--- config.mk ---
export PLATFORM = sky130hd
export DESIGN_NAME = inst_fetch
export DESIGN_NICKNAME = d
export VERILOG_FILES = /design/src/rtl/inst_fetch.sv
export SDC_FILE = /design/constraint.sdc
export NUM_CORES = 1
export LEC_CHECK = 0
export CORE_UTILIZATION = 35
export DETAILED_ROUTE_END_ITERATION = 6
export PLACE_DENSITY = 0.56
export REMOVE_ABC_BUFFERS = 1
export SYNTH_ARGS = -nofsm -noshare
export SYNTH_HDL_FRONTEND = slang
export SYNTH_SLANG_ARGS = --single-unit
--- constraint.sdc ---
create_clock -name clk -period 2.65 [get_ports clk]
set_clock_uncertainty 0.15 [all_clocks]
set_input_delay 0.53 -clock clk [delete_from_list [all_inputs] [get_ports clk]]
set_output_delay 0.53 -clock clk [all_outputs]
set_load 0.05 [all_outputs]
--- src/rtl/inst_fetch.sv ---
// inst_fetch: PC generation, single-outstanding imem req/ack and IF/ID register with stall/branch handling.
// Define IF_PERF_CNT_EN to add perf_fetch_cnt / perf_bubble_cnt counters.
module inst_fetch #(
    parameter logic [31:0] RESET_PC = 32'h0000_0000,
    parameter logic [31:0] NOP_INST = 32'h0000_0013
) (
    input  logic        clk,
    input  logic        rst,
    input  logic        stall,
    input  logic        br,
    input  logic [31:0] br_addr,
    output logic        imem_req,
    output logic [31:0] imem_addr,
    input  logic        imem_ack,
    input  logic [31:0] imem_rdata,
    output logic [31:0] id_pc,
    output logic [31:0] id_inst,
    output logic        id_valid
`ifdef IF_PERF_CNT_EN
    ,
    output logic [31:0] perf_fetch_cnt,
    output logic [31:0] perf_bubble_cnt
`endif
);
    typedef enum logic [1:0] {IDLE, FETCH, DRAIN, HOLD} state_t;
    state_t state;
    logic [31:0] pc, target, hold_pc, hold_inst, br_tgt, pc_inc;
    logic ld_inst, ld_bubble;
    // IF/ID load decisions; stall freezes the register regardless of state
    always_comb begin
        br_tgt = br_addr & ~32'd3;
        pc_inc = pc + 32'd4;
        ld_inst = !stall && !br && ((state == FETCH && imem_ack) || state == HOLD);
        ld_bubble = !stall && ((state == FETCH && (br || !imem_ack)) || state == DRAIN || (state == HOLD && br));
    end
    always_ff @(posedge clk) begin
        if (rst) begin
            state <= IDLE;
            pc <= RESET_PC;
            target <= '0;
            hold_pc <= '0;
            hold_inst <= '0;
            imem_req <= 1'b0;
            imem_addr <= RESET_PC;
            id_pc <= '0;
            id_inst <= NOP_INST;
            id_valid <= 1'b0;
        end else begin
            if (ld_inst) begin
                id_pc <= state == HOLD ? hold_pc : pc;
                id_inst <= state == HOLD ? hold_inst : imem_rdata;
                id_valid <= 1'b1;
            end else if (ld_bubble) begin
                id_inst <= NOP_INST;
                id_valid <= 1'b0;
            end
            case (state)
                IDLE: begin
                    state <= FETCH;
                    imem_req <= 1'b1;
                    imem_addr <= pc;
                end
                FETCH: begin
                    if (stall) begin
                        if (imem_ack) begin
                            hold_pc <= pc;
                            hold_inst <= imem_rdata;
                            pc <= pc_inc;
                            imem_req <= 1'b0;
                            state <= HOLD;
                        end
                    end else if (br) begin
                        if (imem_ack) begin
                            pc <= br_tgt;
                            imem_addr <= br_tgt;
                        end else begin
                            // request cannot be withdrawn; wait out its ack before redirecting
                            target <= br_tgt;
                            state <= DRAIN;
                        end
                    end else if (imem_ack) begin
                        pc <= pc_inc;
                        imem_addr <= pc_inc;
                    end
                end
                DRAIN: begin
                    if (imem_ack) begin
                        pc <= target;
                        imem_addr <= target;
                        state <= FETCH;
                    end
                end
                HOLD: begin
                    if (!stall) begin
                        if (br) pc <= br_tgt;
                        imem_addr <= br ? br_tgt : pc;
                        imem_req <= 1'b1;
                        state <= FETCH;
                    end
                end
                default: state <= IDLE;
            endcase
        end
    end
`ifdef IF_PERF_CNT_EN
    always_ff @(posedge clk) begin
        if (rst) begin
            perf_fetch_cnt <= '0;
            perf_bubble_cnt <= '0;
        end else begin
            if (ld_inst) perf_fetch_cnt <= perf_fetch_cnt + 32'd1;
            if (ld_bubble) perf_bubble_cnt <= perf_bubble_cnt + 32'd1;
        end
    end
`endif
endmodule

### Yosys cells after proc, flatten, opt, wreduce, memory -nomap -nowiden

Cells that the tools add are included.

| storage, ports and cells | value |
|---|---|
| input port bits | 69 |
| memories | 0 |
| logic and storage cells | 77 |
| output and inout port bits | 98 |
| bits in registers | 226 |
| latch bits | 0 |
| RAM bits | 0 |
| bits in read-only memories | 0 |

| cells by class | value |
|---|---|
| equality and inequality tests | 12 |
| bitwise logic cells | 2 |
| order comparisons | 0 |
| reduce and logical (&&, ||, !) cells | 23 |
| add/sub/neg operators | 1 |
| mux-type cells | 29 |
| div/mod/pow operators | 0 |
| multiply operators | 0 |
| shift-type cells | 0 |

Operators with widths:

| cell | number |
|---|---|
| $mux 32 | 14 |
| $pmux 32 s4 | 1 |
| $pmux 32 s3 | 1 |
| $add 32x3->32 const B | 1 |
| $reduce_and 4->1 | 4 |
| $mux 2 | 6 |
| $ne 2x2->1 const B | 5 |
| $ne 3x3->1 const B | 3 |
| $pmux 2 s4 | 1 |
| $logic_and 1x1->1 | 6 |
| $reduce_bool 3->1 | 2 |
| $mux 1 | 5 |
| $reduce_and 5->1 | 1 |
| $eq 2x2->1 const B | 2 |
| $logic_or 1x1->1 | 4 |
| $ne 4x4->1 const B | 1 |
| $logic_not 1->1 | 3 |
| $pmux 1 s3 | 1 |
| $reduce_and 3->1 | 1 |
| $eq 2x1->1 const B | 1 |
| $logic_not 2->1 | 1 |
| $not 1->1 | 2 |
| $reduce_bool 2->1 | 1 |

### Logic depth before layout (Yosys ltp)

Gate-level depths: netlist of the first run.

| logic depth | value |
|---|---|
| depth in word-level cells | 8 |
| gate-level depth with buffers | 9 |

### Worst setup path after synthesis of the first run

No wires, ideal clock.

| path | value |
|---|---|
| path type | in2reg |
| from | input port stall |
| to | register pc[14] |
| library setup time | 130 ps |
| arrival | 1990 ps |
| path slack | 380 ps |
| required time | 2370 ps |
| cell stages on the path | 8 |
| path buffers | 4 |
| path through | clkbuf_1 > nand2b_1 > clkbuf_1 > clkbuf_1 > clkbuf_1 > o21ai_0 > a31oi_1 > o22ai_1 |

| between the ends | value |
|---|---|
| cells in the longest elaborated chain, start to end | 2 |
| elaborated cells on any way between the ends | 5 |
| those cells by class | eq/ne: 2; mux: 2; reduce/logical: 1 |

RTL lines:

| item | line | source |
|---|---|---|
| from (decl) | 9 | `input logic stall,` |
| $ne 4x4->1 (no line), or another cell as far along | - |  |
| $reduce_and 4->1 (no line) or $pmux 32 s3 (tied branches) | - |  |
| to (signal assigned) | 68 | `pc <= pc_inc;` |
| to (signal assigned) | 74 | `pc <= br_tgt;` |
| to (signal assigned) | 82 | `pc <= pc_inc;` |
| to (decl) | 27 | `logic [31:0] pc, target, hold_pc, hold_inst, br_tgt, pc_inc;` |

Several ways; a longest one is shown, not always the timed one.
A chain may end at the register's enable or synchronous reset.

### Worst setup path after layout of the first run

| path | value |
|---|---|
| from | register imem_addr[16] |
| to | output port imem_addr[16] |

RTL lines:

| item | line | source |
|---|---|---|
| from (decl) | 13 | `output logic [31:0] imem_addr,` |
| from (signal assigned) | 61 | `imem_addr <= pc;` |
| from (signal assigned) | 75 | `imem_addr <= br_tgt;` |
| from (signal assigned) | 83 | `imem_addr <= pc_inc;` |

No word-level cell between the ends.

==> results_dict.tcl, run 1 <==
set metrics [dict create \
    hold_path_startpoint "rst" \
    num_antenna_cells 0 \
    firstDrtPassIters 5 \
    fill_cells 3357 \
    yosysSeqAreaShare_pct 38.3 \
    finalWeightedCongestion 0.920 \
    start_util_pct 36.0 \
    grt_pass1_wl_mm 65.8 \
    dieHeight_um 186 \
    grt_max_degree 65 \
    ir_drop_mv 0.534 \
    path_delay_family "buffers and inverters" \
    r2r_slack_ns 0.23 \
    startpoint_type "register" \
    regToRegEndpoint "pc[24]" \
    grt.total_usage_pct 24.1 \
    vias_per_cell 5.60 \
    num_io_pins 167 \
    syn_to_final_growth_pct 31.5 \
    final_cell_mix "nand2_1 (424), dfxtp_1 (224), clkdlybuf4s50_1 (162), a21oi_1 (152), nor2_1 (135)" \
    finalInstanceArea_mm2 0.0155 \
    final_common_cell "nand2_1" \
    synth-main-ff-cell "dfxtp_1" \
    post_cts.repair.setup_buffers 0 \
    crit_path_max_fanout 2 \
    cp-end-kind "output pin" \
    synth_cells 1645 \
    maxSlewViolCount 0 \
    cts.sink_count 226 \
    async_reset_ff_share_pct 0 \
    critPathKind "register to output pin" \
    clock_latency_ns 0.54 \
    setup_viol 0 \
    die_area_mm2 0.0345 \
    grt_setup_unrepaired "no" \
    worst-path-buf-inv 1 \
    drc 0 \
    cts_buffers 26 \
    grt_antenna_before_repair 1 \
    portBuffers 164 \
    h-tree-depth 1 \
    holdPathStages 2 \
    wire_per_inst_um 18.8 \
    timing.final.crit_share_pct 92.6 \
    drv_cap 0 \
    cp.required_ns 1.97 \
    synth-seq-cells 226 \
    rr_startpoint "pc[2]" \
    crit_slowest_cell "clkdlybuf4s50_1" \
    synth.avg_cell_area_um2 7.19 \
    cp.arrival_ns 1.77 \
    fin_nets 1880 \
    dpl_cell_area_mm2 0.0147 \
    hold_class "input port to register" \
    drt_iter0_markers 1078 \
    design.core.area_mm2 0.0329 \
    hold_viol_final 0 \
    rr_worst_depth 6 \
    cts_tree "built" \
    max_slew_margin_pct 52.0 \
    vias 12700 \
    finalSetupTns_ns 0 \
    post-dp-hpwl_mm 29.0 \
    drive_gt1_share_pct 11.3 \
    worst_slew_pin_slew_ns 0.720 \
    clockRootBuffer "clkbuf_16" \
    grt_pass1_vias 11600 \
    drt_wl_total_mm 42.7 \
    critPathMaxStageDelay_ns 0.83 \
    min_to "pc[5]" \
    hold_buffers 0 \
    clkTransAtPathRegs_ns 0.06 \
    cp_cell_sequence "clkdlybuf4s50_1" \
    die_w_um 186 \
    cts.path.max_buffers 3 \
    ant_nets 0 \
    max_freq_mhz 407 \
    fin_crit_ns 2.45 \
    synth_edf_count 0 \
    leakage_uw 0.00557 \
    post_cts_resized 0 \
    status "finished, final reports clean" \
    power_density_mw_per_mm2 605 \
    yosysWarnings 0 \
    fp-row-count 66 \
    grt_overflow_total 0 \
    yosysUniqueCellTypes 64 \
    netlist_area_mm2 0.0118 \
]
==> power breakdown <==
part | leakage, uW | switching (uW) | internal, uW
Clock | 0.000425 | 1470 | 2290
Combinational | 0.00330 | 1190 | 746
Sequential | 0.00184 | 149 | 3570
==> worst max path at each step <==
stage	end	start	depth (start not counted)	slack (ns)
after floorplan	id_pc[0]	state[0]	3	-3.29
after global placement	pc[24]	imem_ack	7	-0.15
after detailed placement	pc[25]	imem_ack	8	-0.19
after CTS	imem_addr[16]	imem_addr[16]	1	0.19
after global routing	pc[24]	pc[2]	6	0.08
final	imem_addr[16]	imem_addr[16]	1	0.20
==> kinds of logic after synthesis <==
kind of cell	synth area share, %
compound gates	25.5
xor+xnor	0.963
fa+ha+maj	0.106
buf+inv	5.89
flops	38.3
mux	2.74
simple gates	26.6
==> Yosys cell counts, types with 3 or more instances <==
master	number	area, um2
mux2i_1	29	290
nor2b_1	14	87.6
buf_1	22	82.6
a2111oi_0	3	26.3
mux2_2	3	33.8
xnor2_1	8	70.1
a22oi_1	41	308
clkbuf_1	127	477
or4_1	4	30.0
nor3_1	28	140
or3_1	8	50.1
a21oi_1	152	761
a21o_1	3	22.5
a31oi_1	22	138
o311ai_0	4	35.0
nand3_1	26	130
nand4_1	18	113
o31ai_1	6	45.0
nand2b_1	10	62.6
a21boi_0	5	37.5
o211ai_1	16	120
a311oi_1	37	324
nor2_1	137	514
o21a_1	10	75.1
a311o_1	3	30.0
and4_1	7	61.3
and3_1	16	100
inv_1	12	45.0
a31o_2	6	52.6
dfxtp_1	226	4520
buf_2	17	85.1
o21ai_0	76	380
o221ai_1	10	87.6
nand2_1	426	1600
xor2_1	5	43.8
o22ai_1	12	75.1
o31a_1	4	35.0
o32ai_1	5	43.8
a221oi_1	3	26.3
a32o_1	4	40.0
nor4_1	13	81.3
and2_1	10	62.6
nor3b_1	3	22.5
a211oi_1	27	203
==> cell type report <==
type	instances	area, um2	area share (%)
sequential	226	4530	29.1
clock buffer	40	774	4.98
tap	442	553	3.56
inverter	12	45.0	0.290
multi-input combinational	1240	6630	42.6
clock inverter	5	103	0.660
timing repair buffer	304	2910	18.7
==> stage by stage <==
stage          setup WS (ns)  util (%)  hold WS (ns)  instances  power [uW]
4_1_cts                0.191      47.3         0.177       2269        9460
3_3_place_gp          -0.150      44.6         0.290       2224        5680
2_1_floorplan          -3.29         -         0.277       1478        4780
3_5_place_dp          -0.190      44.6         0.295       2224        5700
5_1_grt               0.0831      47.3         0.203       2269        9780
6_report               0.196      47.3         0.195       2269        9400
==> metal layers <==
layer	up-vias	global-route usage, %	wire length [um]
met5	-	0	13
met4	2	6.72	1070
met3	73	2.88	2960
met2	499	39.4	19300
met1	5999	33.2	19400
li1	6129	-	-
==> sequential cells by signal, indices dropped and copies added (netlist names) <==
| signal | cells |
|---|---|
| id_valid | 1 |
| id_inst | 32 |
| imem_addr | 32 |
| state | 2 |
| hold_inst | 32 |
| id_pc | 32 |
| hold_pc | 32 |
| imem_req | 1 |
| pc | 32 |
| target | 30 |
No activity file was read; power rests on OpenSTA's default activity.
==> run 2, diff against run 1 <==
CORE_MARGIN = 5   (was not set)
CORE_UTILIZATION = 25   (was 35)
PLACE_DENSITY = 0.44   (was 0.56)
==> results_dict.tcl, run 2 (synthesis gave the netlist of run 1 again) <==
set metrics [dict create \
    ir_drop_mv 0.462 \
    maxSlewViolCount 0 \
    grt_pass1_wl_mm 73.0 \
    grt.total_usage_pct 17.8 \
    grt_antenna_before_repair 0 \
    grt_max_degree 97 \
    rr_startpoint "pc[2]" \
    setup_ws_ns 0.149 \
    clock_latency_ns 0.56 \
    final_util_pct 34.1 \
    num_io_pins 167 \
    cts_buffers 29 \
    start_util_pct 25.4 \
    worst_slew_pin_slew_ns 0.570 \
    leakage_uw 0.00563 \
    min_to "state[0]" \
    crit_path_max_fanout 6 \
    cts.sink_count 226 \
    grt_setup_unrepaired "no" \
    final_cell_mix "nand2_1 (424), dfxtp_1 (224), clkdlybuf4s50_1 (162), a21oi_1 (151), nor2_1 (135)" \
    fp-row-count 79 \
    drive_gt1_share_pct 11.8 \
    wire_per_inst_um 19.6 \
    vias 12700 \
    post-dp-hpwl_mm 33.2 \
    hold_buffers 0 \
    power_density_mw_per_mm2 607 \
    drv_cap 0 \
    portBuffers 164 \
    fill_cells 4974 \
    cts_tree "built" \
    fin_crit_ns 2.50 \
    dp_slack_ns -0.206 \
    die_area_mm2 0.0518 \
    grt_pass1_vias 11900 \
    startpoint_type "register" \
    drc 0 \
    die_w_um 228 \
    post_cts_resized 0 \
    ant_nets 0 \
    max_freq_mhz 400 \
    fin_nets 1887 \
    status "finished, final reports clean" \
    timing.final.crit_share_pct 94.4 \
    design.core.area_mm2 0.0467 \
    rr_worst_depth 6 \
    setup_viol 0 \
    r2r_slack_ns 0.15 \
    syn_to_final_growth_pct 34.3 \
    max_slew_margin_pct 61.9 \
    cp.required_ns 2.98 \
    drt_iter0_markers 1076 \
    dieHeight_um 228 \
    regToRegEndpoint "pc[24]" \
    cp.arrival_ns 2.83 \
    finalWeightedCongestion 0.879 \
    finalSetupTns_ns 0 \
    drt_wl_total_mm 47.9 \
    power.total_uw 9650 \
    holdPathStages 3 \
    hold_path_startpoint "rst" \
    grt_overflow_total 0 \
    clockRootBuffer "clkbuf_16" \
    final_common_cell "nand2_1" \
    hold_class "input port to register" \
    hold_viol_final 0 \
    critPathKind "register to register" \
    firstDrtPassIters 5 \
    num_antenna_cells 0 \
    post_cts.repair.setup_buffers 0 \
    vias_per_cell 5.18 \
    cts.path.max_buffers 3 \
    clkTransAtPathRegs_ns 0.06 \
    h-tree-depth 1 \
    cp-end-kind "register" \
]
## run 2: cell count changes in the layout (fill, tap and decap cells not counted), sizes merged
| cell | previous run | this run |
|---|---|---|
| bufinv | 3 | 2 |
| clkinv | 1 | 4 |
| buf | 142 | 146 |
| clkbuf | 40 | 44 |
## run 2: critical path, stage by stage (launching register included)
cell and delay, ns:
dfxtp_1 0.38, ha_1 0.30, nand3_1 0.17, or4_1 0.58, or3_1 0.34, a311o_1 0.36, a21oi_1 0.15
## run 2: worst max-delay path by stage
stage / from / endpoint / slack (ns)
after floorplan: state[0] / id_pc[0] / -3.29
after global placement: imem_ack / pc[17] / -0.22
after detailed placement: imem_ack / pc[24] / -0.21
after CTS: imem_addr[19] / imem_addr[19] / 0.13
after global routing: pc[8] / pc[21] / 0.05
final: pc[2] / pc[24] / 0.15
## run 2: layout make-up
class | count | area, um2 | share of cell area (%)
multi-input combinational | 1240 | 6630 | 41.7
timing repair buffer | 308 | 2980 | 18.8
inverter | 12 | 45.0 | 0.284
tap | 607 | 759 | 4.78
sequential | 226 | 4530 | 28.5
clock inverter | 7 | 87.6 | 0.551
clock buffer | 44 | 852 | 5.36
## run 2: per-layer routing
metal,vias to the layer above,wire length (um),global-route usage (%)
met3,60,2250,2.45
met2,338,22200,29.3
met5,-,0,0
met4,0,1050,4.13
met1,6121,22400,24.8
li1,6137,-,-
## run 2: where the power goes
part | leakage (uW) | internal, uW | switching, uW
clock | 0.000461 | 2390 | 1560
combinational | 0.00333 | 762 | 1230
sequential | 0.00184 | 3570 | 147
## run 2: metrics by stage
step | std cells | area (um2) | hold slack (ns)
after floorplan | 1478 | 11200 | 0.277
after global routing | 2444 | 15900 | 0.288
after global placement | 2393 | 14900 | 0.290
after CTS | 2444 | 15900 | 0.276
after detailed placement | 2393 | 14900 | 0.295
final | 2444 | 15900 | 0.301
==> run 3, diff against run 2 <==
ABC_AREA = 1   (was not set)
MAX_ROUTING_LAYER = met4   (was not set)
==> results_dict.tcl, run 3 <==
set metrics [dict create \
    wire_per_inst_um 17.8 \
    hold_buffers 0 \
    synth_edf_count 0 \
    worst_slew_pin_slew_ns 0.592 \
    die_area_mm2 0.0497 \
    grt_pass1_wl_mm 69.1 \
    grt_max_degree 81 \
    fp-row-count 78 \
    grt_overflow_total 0 \
    synth-seq-cells 226 \
    post_cts_resized 0 \
    start_util_pct 25.2 \
    vias_per_cell 4.77 \
    grt_setup_unrepaired "no" \
    finalInstanceArea_mm2 0.0150 \
    die_w_um 223 \
    grt.total_usage_pct 17.8 \
    cts.sink_count 226 \
    design.core.area_mm2 0.0451 \
    met1_length_mm 21.8 \
    max_freq_mhz 396 \
    crit_slowest_cell "clkdlybuf4s50_1" \
    drive_gt1_share_pct 8.23 \
    portBuffers 164 \
    dpl_cell_area_mm2 0.0140 \
    leakage_uw 0.00581 \
    finalWeightedCongestion 0.898 \
    max_slew_margin_pct 60.4 \
    critPathMaxStageDelay_ns 0.85 \
    drv_cap 0 \
    async_reset_ff_share_pct 0 \
    yosysSeqAreaShare_pct 39.9 \
    crit_path_max_fanout 2 \
    final_common_cell "nand2_1" \
    path_delay_family "buffers and inverters" \
    cp-end-kind "output pin" \
    cts.path.max_buffers 3 \
    setup_viol 0 \
    synth.avg_cell_area_um2 6.50 \
    firstDrtPassIters 7 \
    startpoint_type "register" \
    post-dp-hpwl_mm 30.5 \
    synth_top_area_cell "dfxtp_1" \
    status "finished, final reports clean" \
    dr_wl_met3_mm 2.22 \
    yosys.area.top_type_share_pct 39.9 \
    drt_wl_total_mm 44.9 \
    synth_cells 1745 \
    ir_drop_mv 0.334 \
    netlist_area_mm2 0.0113 \
    cts_buffers 29 \
    top_layer "met4" \
    timing.final.crit_share_pct 95.3 \
    final_cell_mix "nand2_1 (525), dfxtp_1 (226), o21ai_0 (221), a21oi_1 (200), clkdlybuf4s50_1 (162)" \
    holdWs_ns 0.250 \
    grt_pass1_vias 11500 \
    dieHeight_um 223 \
    hold_viol_final 0 \
    dp_slack_ns 0.0509 \
    ant_nets 0 \
    cp_cell_sequence "clkdlybuf4s50_1" \
    synth.top_cells.by_count "nand2_1 (525), dfxtp_1 (226), o21ai_0 (221)" \
    maxSlewViolCount 0 \
    cp.required_ns 1.97 \
    clkTransAtPathRegs_ns 0.06 \
    post_cts.repair.setup_buffers 0 \
    fin_crit_ns 2.52 \
    cp.arrival_ns 1.84 \
    hold_class "input port to register" \
    clockRootBuffer "clkbuf_16" \
    worst-path-buf-inv 1 \
    synth.area.top_cells "dfxtp_1 (40%), nand2_1 (17%), o21ai_0 (9.8%)" \
    synth-main-ff-cell "dfxtp_1" \
    critPathKind "register to output pin" \
    cts_tree "built" \
    num_io_pins 167 \
    drc 0 \
    power_density_mw_per_mm2 777 \
    final_util_pct 33.2 \
    grt_antenna_before_repair 0 \
    num_antenna_cells 0 \
    h-tree-depth 1 \
    syn_to_final_growth_pct 31.9 \
    route.met2.wl_mm 20.1 \
    fin_nets 1969 \
    setup_ws_ns 0.126 \
    vias 12000 \
    yosysUniqueCellTypes 41 \
    synth.most_common_cell "nand2_1" \
    clock_latency_ns 0.57 \
    yosysWarnings 0 \
    drt_iter0_markers 1136 \
]
-- run 3: final cells by class --
class | instances | area, um2
multi-input cells | 1279 | 5880
inverters | 121 | 457
well taps | 600 | 751
clock buffers | 38 | 820
fillers | 4902 | 30100
clock inverters | 13 | 151
repair buffers | 242 | 2380
flip-flops and latches | 226 | 4520
-- run 3: tightest hold or removal path, cell delays in order --
cell,delay (ns)
buf_2,0.14
inv_4,0.11
o21ai_0,0.09
a21oi_1,0.04
-- run 3: power by group --
part / internal (uW) / switching, uW
Sequential: 3770 / 357
Clock: 2450 / 1610
Combinational: 1150 / 2280
Total: 7370 / 4250
-- run 3: cell families after synthesis --
| group | after synthesis | share of synthesized area, % |
|---|---|---|
| fa+ha+maj | 1 | 0.110 |
| xor+xnor | 11 | 0.849 |
| flops | 226 | 39.9 |
| compound gates | 507 | 23.9 |
| buf+inv | 240 | 8.38 |
| simple gates | 760 | 26.9 |
-- run 3: stage by stage --
step / TNS (ns) / instances / total power, uW
2_1_floorplan: -152.32 / 1626 / 6100
3_3_place_gp: 0 / 2468 / 7610
3_5_place_dp: 0 / 2468 / 7630
4_1_cts: 0 / 2519 / 11800
5_1_grt: 0 / 2519 / 12300
6_report: 0 / 2519 / 11600
-- run 3: final timing paths --
| kind | start | end | cells after the start | slack (ns) |
|---|---|---|---|---|
| min reg2reg | hold_inst[26] | hold_inst[26] | 2 | 0.30 |
| max reg2reg | pc[4] | imem_addr[29] | 13 | 0.30 |
| max | imem_addr[20] | imem_addr[20] | 1 | 0.13 |
| min | rst | hold_inst[11] | 4 | 0.25 |
-- run 3: per-layer routing --
metal | global-route usage, % | vias up
met2 | 28.3 | 352
met3 | 2.38 | 58
li1 | - | 6059
met1 | 24.5 | 5546
met5 | - | -
met4 | 3.34 | 0
